$ cat config.mk
export PLATFORM = sky130hd
export DESIGN_NAME = fetch_queue_flat
export DESIGN_NICKNAME = d
export VERILOG_FILES = /design/src/rtl/fetch_queue_if.sv /design/src/rtl/fetch_queue.sv /design/src/flat_wrapper.sv
export SDC_FILE = /design/constraint.sdc
export NUM_CORES = 1
export LEC_CHECK = 0
export ABC_AREA = 1
export CAP_MARGIN = 5
export CORE_ASPECT_RATIO = 1.2
export CORE_MARGIN = 2
export CORE_UTILIZATION = 40
export CTS_BUF_LIST = sky130_fd_sc_hd__clkbuf_8
export DETAILED_ROUTE_END_ITERATION = 8
export PLACE_DENSITY = 0.6
export SYNTH_ARGS = -nofsm -noshare
export SYNTH_HDL_FRONTEND = slang
export SYNTH_SLANG_ARGS = --single-unit
$ cat constraint.sdc
create_clock -name clk_i -period 24.6 [get_ports clk_i]
set_input_delay 6.15 -clock clk_i [delete_from_list [all_inputs] [get_ports clk_i]]
set_output_delay 6.15 -clock clk_i [all_outputs]
set_load 0.05 [all_outputs]
$ cat src/rtl/fetch_queue_if.sv
// rtl/fetch_queue_if.sv - fetch_queue bus: fetch enable, imem port, redirect and dequeue handshake.
// slave = the fetch queue itself, master = the pipeline/memory side driving it.
interface fetch_queue_if #(
   parameter int ADDR_W = 32,
   parameter int INST_W = 32,
   parameter int CNT_W  = 3
);
   logic              start_i;
   logic [ADDR_W-1:0] imem_addr_o;
   logic [INST_W-1:0] imem_instr_i;
   logic              redirect_i;
   logic [ADDR_W-1:0] redirect_pc_i;
   logic              deq_ready_i;
   logic              deq_valid_o;
   logic [ADDR_W-1:0] deq_pc_o;
   logic [INST_W-1:0] deq_instr_o;
   logic              deq_predicted_o;
   logic [CNT_W-1:0]  count_o;

   modport slave (
      input  start_i, imem_instr_i, redirect_i, redirect_pc_i, deq_ready_i,
      output imem_addr_o, deq_valid_o, deq_pc_o, deq_instr_o, deq_predicted_o, count_o
   );

   modport master (
      output start_i, imem_instr_i, redirect_i, redirect_pc_i, deq_ready_i,
      input  imem_addr_o, deq_valid_o, deq_pc_o, deq_instr_o, deq_predicted_o, count_o
   );
endinterface

$ cat src/rtl/fetch_queue.sv
// rtl/fetch_queue.sv - PC owner and DEPTH-entry show-ahead fetch queue between imem and IF/ID.
// Optional j/jal predecode redirect is enabled by defining FETCH_QUEUE_PREDECODE_EN.
module fetch_queue #(
   parameter int                DEPTH    = 4,
   parameter int                ADDR_W   = 32,
   parameter int                INST_W   = 32,
   parameter logic [ADDR_W-1:0] RESET_PC = '0
) (
   input  logic         clk_i,
   input  logic         rst_i,
   fetch_queue_if.slave bus
);
   localparam int PTR_W = $clog2(DEPTH);
   localparam int CNT_W = $clog2(DEPTH + 1);

   logic [ADDR_W-1:0] r_pc;
   logic [PTR_W-1:0]  r_rd_ptr;
   logic [PTR_W-1:0]  r_wr_ptr;
   logic [CNT_W-1:0]  r_count;
   logic [ADDR_W-1:0] r_pc_mem    [DEPTH];
   logic [INST_W-1:0] r_instr_mem [DEPTH];
   logic              r_pred_mem  [DEPTH];

   logic              w_full;
   logic              w_deq_valid;
   logic              w_pop;
   logic              w_push;
   logic [ADDR_W-1:0] w_pc_plus4;
   logic [ADDR_W-1:0] w_next_pc;
   logic              w_pred;

   assign w_full      = (r_count == CNT_W'(DEPTH));
   assign w_deq_valid = (r_count != '0) & ~bus.redirect_i;
   assign w_pop       = w_deq_valid & bus.deq_ready_i;
   assign w_push      = bus.start_i & ~bus.redirect_i & (~w_full | w_pop);
   assign w_pc_plus4  = r_pc + ADDR_W'(4);

`ifdef FETCH_QUEUE_PREDECODE_EN
   logic [27:0]       w_jtarget_lo;
   logic [ADDR_W-1:0] w_jump_pc;

   // j = 000010, jal = 000011: both share the upper five opcode bits
   assign w_pred       = (bus.imem_instr_i[31:27] == 5'b00001);
   assign w_jtarget_lo = {bus.imem_instr_i[25:0], 2'b00};

   if (ADDR_W > 28) begin : g_jump_wide
      assign w_jump_pc = {w_pc_plus4[ADDR_W-1:28], w_jtarget_lo};
   end else begin : g_jump_narrow
      assign w_jump_pc = w_jtarget_lo[ADDR_W-1:0];
   end

   assign w_next_pc = w_pred ? w_jump_pc : w_pc_plus4;
`else
   assign w_pred    = 1'b0;
   assign w_next_pc = w_pc_plus4;
`endif

   always_ff @(posedge clk_i or posedge rst_i) begin
      if (rst_i) begin
         r_pc     <= RESET_PC;
         r_rd_ptr <= '0;
         r_wr_ptr <= '0;
         r_count  <= '0;
         for (int i = 0; i < DEPTH; i++) begin
            r_pc_mem[i]    <= '0;
            r_instr_mem[i] <= '0;
            r_pred_mem[i]  <= 1'b0;
         end
      end else if (bus.redirect_i) begin
         r_pc     <= {bus.redirect_pc_i[ADDR_W-1:2], 2'b00};
         r_rd_ptr <= r_wr_ptr;
         r_count  <= '0;
      end else begin
         if (w_push) begin
            r_pc_mem[r_wr_ptr]    <= r_pc;
            r_instr_mem[r_wr_ptr] <= bus.imem_instr_i;
            r_pred_mem[r_wr_ptr]  <= w_pred;
            r_wr_ptr              <= r_wr_ptr + PTR_W'(1);
            r_pc                  <= w_next_pc;
         end
         if (w_pop) begin
            r_rd_ptr <= r_rd_ptr + PTR_W'(1);
         end
         case ({w_push, w_pop})
            2'b10:   r_count <= r_count + CNT_W'(1);
            2'b01:   r_count <= r_count - CNT_W'(1);
            default: r_count <= r_count;
         endcase
      end
   end

   assign bus.imem_addr_o = r_pc;
   assign bus.deq_valid_o = w_deq_valid;
   assign bus.deq_pc_o    = r_pc_mem[r_rd_ptr];
   assign bus.deq_instr_o = r_instr_mem[r_rd_ptr];
   assign bus.count_o     = r_count;

`ifdef FETCH_QUEUE_PREDECODE_EN
   assign bus.deq_predicted_o = r_pred_mem[r_rd_ptr];
`else
   assign bus.deq_predicted_o = 1'b0;
`endif
endmodule

$ cat src/flat_wrapper.sv
// flat-port wrapper written by rule: the top's interface ports become plain ports
module fetch_queue_flat 
#(
   parameter int                DEPTH    = 4,
   parameter int                ADDR_W   = 32,
   parameter int                INST_W   = 32,
   parameter logic [ADDR_W-1:0] RESET_PC = '0
)
  (clk_i, rst_i, bus_start_i, bus_imem_instr_i, bus_redirect_i, bus_redirect_pc_i, bus_deq_ready_i, bus_imem_addr_o, bus_deq_valid_o, bus_deq_pc_o, bus_deq_instr_o, bus_deq_predicted_o, bus_count_o);
  fetch_queue_if #(.ADDR_W(ADDR_W), .INST_W(INST_W), .CNT_W(3)) bus_i ();
  input  logic clk_i;
  input  logic rst_i;
  input wire logic [$bits(bus_i.start_i)-1:0] bus_start_i;
  input wire logic [$bits(bus_i.imem_instr_i)-1:0] bus_imem_instr_i;
  input wire logic [$bits(bus_i.redirect_i)-1:0] bus_redirect_i;
  input wire logic [$bits(bus_i.redirect_pc_i)-1:0] bus_redirect_pc_i;
  input wire logic [$bits(bus_i.deq_ready_i)-1:0] bus_deq_ready_i;
  output wire logic [$bits(bus_i.imem_addr_o)-1:0] bus_imem_addr_o;
  output wire logic [$bits(bus_i.deq_valid_o)-1:0] bus_deq_valid_o;
  output wire logic [$bits(bus_i.deq_pc_o)-1:0] bus_deq_pc_o;
  output wire logic [$bits(bus_i.deq_instr_o)-1:0] bus_deq_instr_o;
  output wire logic [$bits(bus_i.deq_predicted_o)-1:0] bus_deq_predicted_o;
  output wire logic [$bits(bus_i.count_o)-1:0] bus_count_o;
  assign bus_i.start_i = bus_start_i;
  assign bus_i.imem_instr_i = bus_imem_instr_i;
  assign bus_i.redirect_i = bus_redirect_i;
  assign bus_i.redirect_pc_i = bus_redirect_pc_i;
  assign bus_i.deq_ready_i = bus_deq_ready_i;
  assign bus_imem_addr_o = bus_i.imem_addr_o;
  assign bus_deq_valid_o = bus_i.deq_valid_o;
  assign bus_deq_pc_o = bus_i.deq_pc_o;
  assign bus_deq_instr_o = bus_i.deq_instr_o;
  assign bus_deq_predicted_o = bus_i.deq_predicted_o;
  assign bus_count_o = bus_i.count_o;
  fetch_queue #(.DEPTH(DEPTH), .ADDR_W(ADDR_W), .INST_W(INST_W), .RESET_PC(RESET_PC)) u_core (.clk_i(clk_i), .rst_i(rst_i), .bus(bus_i));
endmodule
; After elaboration in Yosys (flattened, before gate mapping)
; Cells that the tools add are included.
[totals]
ramBits = 0
output_inout_bits = 101
n_memories = 0
mem_bits_ro = 0
ff_bits = 295
latch_bits = 0
inputBits = 69
[classes]
n_bitwise = 9
n_reduce_logical = 6
n_div = 0
multipliers = 0
eq_ne = 3
mux = 16
shift = 0
magnitude_cmp = 3
n_addsub = 5
[ops]
columns = op, n
row1 = bitwise mux 128 bit, 2
row2 = 2-to-1 mux 32 bit, 7
row3 = binary-select mux 32 bit (select 2 bit), 2
row4 = demux 32 bit (select 2 bit), 1
row5 = adder 32 x 3 -> 32 bit (second input constant), 1
row6 = >= comparator 3 bit (second input constant), 2
row7 = inverter 2 -> 3 bit, 2
row8 = case mux 3 bit (2 select lines), 1
row9 = nonzero test 3 bit, 2
row10 = adder 2 x 1 -> 2 bit (second input constant), 2
row11 = bitwise AND 1 bit, 4
row12 = 2-to-1 mux 2 bit, 2
row13 = nonzero test 2 bit, 2
row14 = adder 3 x 1 -> 3 bit (second input constant), 1
row15 = equality test 3 bit (second input constant), 1
row16 = < comparator 3 x 1 -> 1 bit (second input constant), 1
row17 = 2-to-1 mux 3 bit, 1
row18 = subtractor 3 x 1 -> 3 bit (second input constant), 1
row19 = equality test 2 x 1 -> 1 bit (second input constant), 1
row20 = equality test 2 bit (second input constant), 1
row21 = inverter 1 bit, 2
row22 = AND reduction 2 bit, 1
row23 = logical AND 1 bit, 1
row24 = bitwise OR 1 bit, 1

; Longest topological paths before layout
; Gate-level depths: netlist (run 1).
[logic_depth]
depth_word = 8
depth_mapped = 10
depth_no_buf = 10

; Worst setup path after synthesis (run 1)
; OpenSTA, ideal clock, no wires.
[synth_timing]
path_kind = input to output
from = input port bus_redirect_i
to = output port bus_deq_valid_o
path_stages = 3
t_arrival_ps = 7239
path_buffers = 2
path_slack_ps = 11211
path_cell_list = buf_6 > clkbuf_1 > a21oi_1
[synth_via]
elab_chain_len = 2
[synth_rtl]
columns = item, line_no
row1 = start: declaration, flat_wrapper.sv:15  ; input wire logic [$bits(bus_i.redirect_i)-1:0] bus_redirect_i;
row2 = inverter 1 bit (no line), -
row3 = bitwise AND 1 bit, fetch_queue.sv:33  ; assign w_deq_valid = (r_count != '0) & ~bus.redirect_i;
row4 = end: declaration, flat_wrapper.sv:19  ; output wire logic [$bits(bus_i.deq_valid_o)-1:0] bus_deq_valid_o;
; No other way between the ends.

; Worst setup path after layout (run 1)
; Same ends and word-level chain as after synthesis.

==> results_dict.tcl, run 1 <==
set metrics [dict create \
    final_common_cell "nand2_1" \
    grt_pass1_vias 11400 \
    ys_warn_count 0 \
    final_nets 1841 \
    avgSynthCellArea_sq_um 8.14 \
    dpl.hpwl_microns 21400 \
    period_share_pct 56.7 \
    syn_inst 1649 \
    layout_common_cells "nand2_1, dfrtp_1, o21ai_1" \
    ant_nets 0 \
    n_antenna_cell 0 \
    crit_start "bus_redirect_i" \
    finalWirelength_microns 36000 \
    die-area_sq_um 35000 \
    r2r_slack_ns 21.71 \
    gp_congestion 0.900 \
    cap_violations 0 \
    setup_tns_ns 0 \
    ys_types 30 \
    cts-buffers-inserted 47 \
    drive_gt1_share_pct 5.72 \
    ys_ff_latch 285 \
    start_util_pct 40.6 \
    min_period_ns 13.94 \
    dr.pass1.iters 5 \
    cts_buffer_depth 3 \
    post-place-ws_ns 10.66 \
    p_per_area_nw_per_um2 137 \
    grt_max_degree 175 \
    critPathKind "primary input to output port" \
    grt_util_all_layers_pct 21.3 \
    fin_area_sq_um 16000 \
    row_count 73 \
    viasPerCell 5.08 \
    met2_usage_pct 35.2 \
    grtUsageMet1_pct 28.5 \
    setup_ws_ns 10.66 \
    design.portCount 170 \
    holdBufCountCts 0 \
    cts_tree "yes" \
    holdWs_ns 0.477 \
    cp_max_fo 37 \
    area_growth_pct 19.4 \
    via_count 11400 \
    gr-total-overflow 0 \
    port_buffers 162 \
    arrival_ns 7.79 \
    finClkSkew_ns 0.0226 \
    n_fill_cell 3327 \
    synthesis.area_sq_um 13400 \
    die_w_microns 171 \
    vdd_drop_max_uv 49.2 \
    drt-initial-drc-count 813 \
    min_path_type "flop to flop" \
    required_ns 18.45 \
    total_power_mw 2.20 \
    clock_latency_ns 0.58 \
    post_cts_buffers 0 \
    postPlaceCellArea_sq_um 15100 \
    ys_seq_area_share_pct 53.1 \
    r2r-end "u_core.r_pc_mem[112]$_DFFE_PP0P_" \
    multi_input_area_sq_um 5280 \
    crit_path_end_kind "output port" \
    finalHoldViolCount 0 \
    setup_viol 0 \
    p_leak_nw 7.50 \
    die_h_microns 205 \
    slew_headroom_pct 27.4 \
    r2r.worst_path.cells 8 \
    status "complete, no violations" \
    grt_setup_unrepaired "no" \
    drc 0 \
    antenna_found_initial 0 \
    root_buffer "clkbuf_8" \
    grt_use_met3_pct 3.65 \
    seq_area_sq_um 7140 \
    r2r_start "u_core.bus.count_o[0]$_DFFE_PP0P_" \
    worst_pin_slew_ns 1.09 \
    endpoint "bus_deq_valid_o" \
    grt.busiest_layer "met2" \
    cp-start-kind "primary input" \
    htreeDepth 2 \
    post_drt_wl_per_cell_microns 16.0 \
    slew_violations 0 \
    max_freq_mhz 71.7 \
    cts_resized 0 \
    cts.sinks 285 \
    clk_pin_slew_ns 0.06 \
    grt_pass1_wl_microns 59200 \
    core_sq_um 33100 \
]
## Yosys cell counts
cell	count	share of area [%]
nand2_1	450	13
dfrtp_1	285	53
o21ai_1	232	8.7
nor2_1	172	4.8
o21ai_0	142	5.3
inv_1	94	2.6
nand3_1	63	2.3
o22ai_1	63	2.9
clkbuf_1	50	1.4
buf_6	29	2.4
buf_2	17	0.63
o21ai_2	8	0.52
buf_1	7	0.20
buf_4	5	0.28
ha_1	5	0.47
nand2_4	5	0.42
xor2_1	5	0.33
a21oi_1	3	0.11
nand4_1	2	0.093
nor3_1	2	0.075
conb_1	1	0.028
fa_1	1	0.15
inv_2	1	0.028
inv_6	1	0.065
nand3b_1	1	0.056
nor2_2	1	0.047
nor2_4	1	0.084
o211ai_2	1	0.093
or2_2	1	0.047
xnor2_1	1	0.065
## cell families (layout without fill, tap and decap cells)
kind of cell	count (synthesis)	count (layout)	synth area share [%]
AO/OA/AOI/OAI	449	449	17.6
buffers and inverters	204	352	7.66
XOR/XNOR	6	6	0.391
AND/OR/NAND/NOR	698	698	20.6
flip-flops	285	285	53.1
adder cells (fa/ha/maj)	6	6	0.615
other	1	5	0.0279
## registers in the layout, indices dropped and copies added, names as in the netlist
signal and flops:
u_core.r_rd_ptr 2, u_core.bus.imem_addr_o 30, u_core.r_wr_ptr 2, u_core.bus.count_o 3
u_core.r_pc_mem 120, u_core.r_instr_mem 128
## report_power, final
group	internal (mW)	switching, mW
sequential	0.671	0.113
clock	0.230	0.189
combinational	0.332	0.664
total	1.23	0.965
## worst max-delay path: stages
cell             delay [ns]
clkdlybuf4s50_1        0.39
buf_4                  0.26
a21oi_1                0.16
clkdlybuf4s50_1        0.82
## per-layer routing
layer	vias up	wire length [microns]
met5	-	0
met4	0	770
met3	51	1910
met2	313	17000
met1	5424	16300
li1	5647	-
## worst min-delay path by stage
stage | startpoint | to | slack (ns) | cells after the start
floorplan | u_core.r_instr_mem[60]$_DFFE_PP0P_ | u_core.r_instr_mem[60]$_DFFE_PP0P_ | 0.45 | 2
global placement | u_core.r_pc_mem[71]$_DFFE_PP0P_ | u_core.r_pc_mem[71]$_DFFE_PP0P_ | 0.46 | 2
detailed placement | u_core.r_instr_mem[62]$_DFFE_PP0P_ | u_core.r_instr_mem[62]$_DFFE_PP0P_ | 0.46 | 2
CTS | u_core.r_instr_mem[62]$_DFFE_PP0P_ | u_core.r_instr_mem[62]$_DFFE_PP0P_ | 0.48 | 2
global route | u_core.r_pc_mem[69]$_DFFE_PP0P_ | u_core.r_pc_mem[69]$_DFFE_PP0P_ | 0.50 | 2
finish | u_core.r_pc_mem[72]$_DFFE_PP0P_ | u_core.r_pc_mem[72]$_DFFE_PP0P_ | 0.48 | 2
## cell type report
type	count	area share [%]
sequential	285	44.5
multi-input combinational	1164	32.9
timing repair buffer	172	10.7
clock buffer	60	5.15
tap	450	3.51
inverter	96	2.34
clock inverter	24	0.836
## through the flow
step                cells  util [%]
finish               2251      48.5
global route         2251      48.5
CTS                  2251      48.5
detailed placement   2167      45.5
global placement     2167      45.5
floorplan            1653         -
Note: power is estimated with default switching activity, not from simulation.
==> run 2: changes to the inputs <==
--- a/config.mk
+++ b/config.mk
@@ -12,7 +12,7 @@
 export CORE_UTILIZATION = 40
 export CTS_BUF_LIST = sky130_fd_sc_hd__clkbuf_8
 export DETAILED_ROUTE_END_ITERATION = 8
-export PLACE_DENSITY = 0.6
+export PLACE_DENSITY = 0.62
 export SYNTH_ARGS = -nofsm -noshare
 export SYNTH_HDL_FRONTEND = slang
 export SYNTH_SLANG_ARGS = --single-unit
==> constraint.sdc (replaced) <==
create_clock -name clk_i -period 12.1 [get_ports clk_i]
set_input_delay 3.025 -clock clk_i [delete_from_list [all_inputs] [get_ports clk_i]]
set_output_delay 3.025 -clock clk_i [all_outputs]
set_load 0.05 [all_outputs]
==> results_dict.tcl, run 2 (synthesized netlist as in run 1, its figures left out) <==
set metrics [dict create \
    status "complete, no violations" \
    clock_latency_ns 0.59 \
    area_growth_pct 19.4 \
    r2r_slack_ns 9.21 \
    post_cts_buffers 0 \
    hold_start "u_core.r_pc_mem[63]$_DFFE_PP0P_" \
    crit_path_end_kind "output port" \
    r2r-end "u_core.r_pc_mem[115]$_DFFE_PP0P_" \
    design.portCount 170 \
    largest_reg_flops 128 \
    cts_tree "yes" \
    slew_violations 0 \
    grtUsageMet1_pct 28.3 \
    min_to "u_core.r_pc_mem[63]$_DFFE_PP0P_" \
    regMostFlops "u_core.r_instr_mem" \
    cts-buffers-inserted 50 \
    htreeDepth 2 \
    cap_violations 0 \
    arrival_ns 4.66 \
    port_buffers 162 \
    r2r_start "u_core.bus.count_o[0]$_DFFE_PP0P_" \
    p_leak_nw 7.52 \
    gr-total-overflow 0 \
    ant_nets 0 \
    drc 0 \
    finalWirelength_microns 35700 \
    slew_headroom_pct 35.7 \
    setup_viol 0 \
    root_buffer "clkbuf_8" \
    cts.sinks 285 \
    critPathKind "primary input to output port" \
    utilization_pct 48.5 \
    die-area_sq_um 35000 \
    antenna_found_initial 0 \
    holdBufCountCts 0 \
    core_sq_um 33100 \
    dr.pass1.iters 5 \
    grt_max_degree 166 \
    max_freq_mhz 130 \
    cts_buffer_depth 3 \
    cp-start-kind "primary input" \
    drt-initial-drc-count 879 \
    layout_common_cells "nand2_1, dfrtp_1, o21ai_1" \
    post_drt_wl_per_cell_microns 15.8 \
    viasPerCell 5.10 \
    n_antenna_cell 0 \
    start_util_pct 40.6 \
    gp_congestion 0.900 \
    min_period_ns 7.68 \
    final_nets 1844 \
    die_w_microns 171 \
    setup_tns_ns 0 \
    period_share_pct 63.5 \
    min_path_type "flop to flop" \
    min_path_cells 2 \
    cts_resized 0 \
    final_common_cell "nand2_1" \
    met2_usage_pct 33.5 \
    clk_pin_slew_ns 0.05 \
    finalHoldViolCount 0 \
    grt_util_all_layers_pct 21.0 \
    vdd_drop_max_uv 113 \
    dpl.hpwl_microns 21300 \
    finClkSkew_ns 0.0167 \
    r2r.worst_path.cells 8 \
    p_per_area_nw_per_um2 279 \
    die_h_microns 205 \
    row_count 73 \
    required_ns 9.07 \
    via_count 11500 \
    grt_setup_unrepaired "no" \
    worst_pin_slew_ns 0.964 \
    n_fill_cell 3330 \
    grt_pass1_vias 11300 \
    grt_pass1_wl_microns 58300 \
    grt_use_met3_pct 3.69 \
    drive_gt1_share_pct 5.49 \
    grt.busiest_layer "met2" \
    cp_max_fo 37 \
]
-- run 2: worst max path at each step --
stage / from / endpoint / slack [ns] / cells past startpoint
after global routing: bus_redirect_i / bus_deq_valid_o / 4.34 / 4
after global placement: bus_redirect_i / bus_deq_valid_o / 4.42 / 4
after CTS: bus_redirect_i / bus_deq_valid_o / 4.41 / 4
after floorplan: rst_i / u_core.bus.count_o[0]$_DFFE_PP0P_ / 1.21 / 1
final: bus_redirect_i / bus_deq_valid_o / 4.42 / 4
after detailed placement: bus_redirect_i / bus_deq_valid_o / 4.42 / 4
-- run 2: per-layer routing --
| metal | routed length [microns] | part of all wire [%] |
|---|---|---|
| met5 | 0 | 0 |
| met3 | 1950 | 5.5 |
| met1 | 16300 | 46 |
| met2 | 16100 | 45 |
| met4 | 1290 | 3.6 |
-- run 2: per-stage QoR --
| stage | cells | power [mW] | hold WS (ns) | area, sq um | setup slack [ns] |
|---|---|---|---|---|---|
| after floorplan | 1653 | 3.03 | 0.448 | 13400 | 1.21 |
| after global placement | 2167 | 3.61 | 0.462 | 15100 | 4.42 |
| after detailed placement | 2167 | 3.65 | 0.468 | 15100 | 4.42 |
| after CTS | 2253 | 4.52 | 0.482 | 16000 | 4.41 |
| after global routing | 2253 | 4.79 | 0.501 | 16000 | 4.34 |
| final | 2253 | 4.48 | 0.481 | 16000 | 4.42 |
-- run 2: worst max-delay path, cell delays in order --
cell and delay [ns]:
clkdlybuf4s50_1 0.39, buf_4 0.25, a21oi_1 0.16, clkdlybuf4s50_1 0.82
-- run 2: cell type report --
| class | count | area [sq um] | area share, % |
|---|---|---|---|
| multi-input cells | 1164 | 5280 | 32.9 |
| clock inverters | 23 | 95.1 | 0.593 |
| well taps | 450 | 563 | 3.51 |
| clock buffers | 63 | 867 | 5.41 |
| inverters | 96 | 374 | 2.33 |
| flip-flops and latches | 285 | 7140 | 44.5 |
| repair buffers | 172 | 1710 | 10.7 |
-- run 2: power by group --
part           internal (mW)  leakage [nW]  switching [mW]
Combinational          0.675          3.40            1.35
Clock                  0.463         0.564           0.389
Sequential              1.37          3.56           0.234
Total                   2.50          7.52            1.97
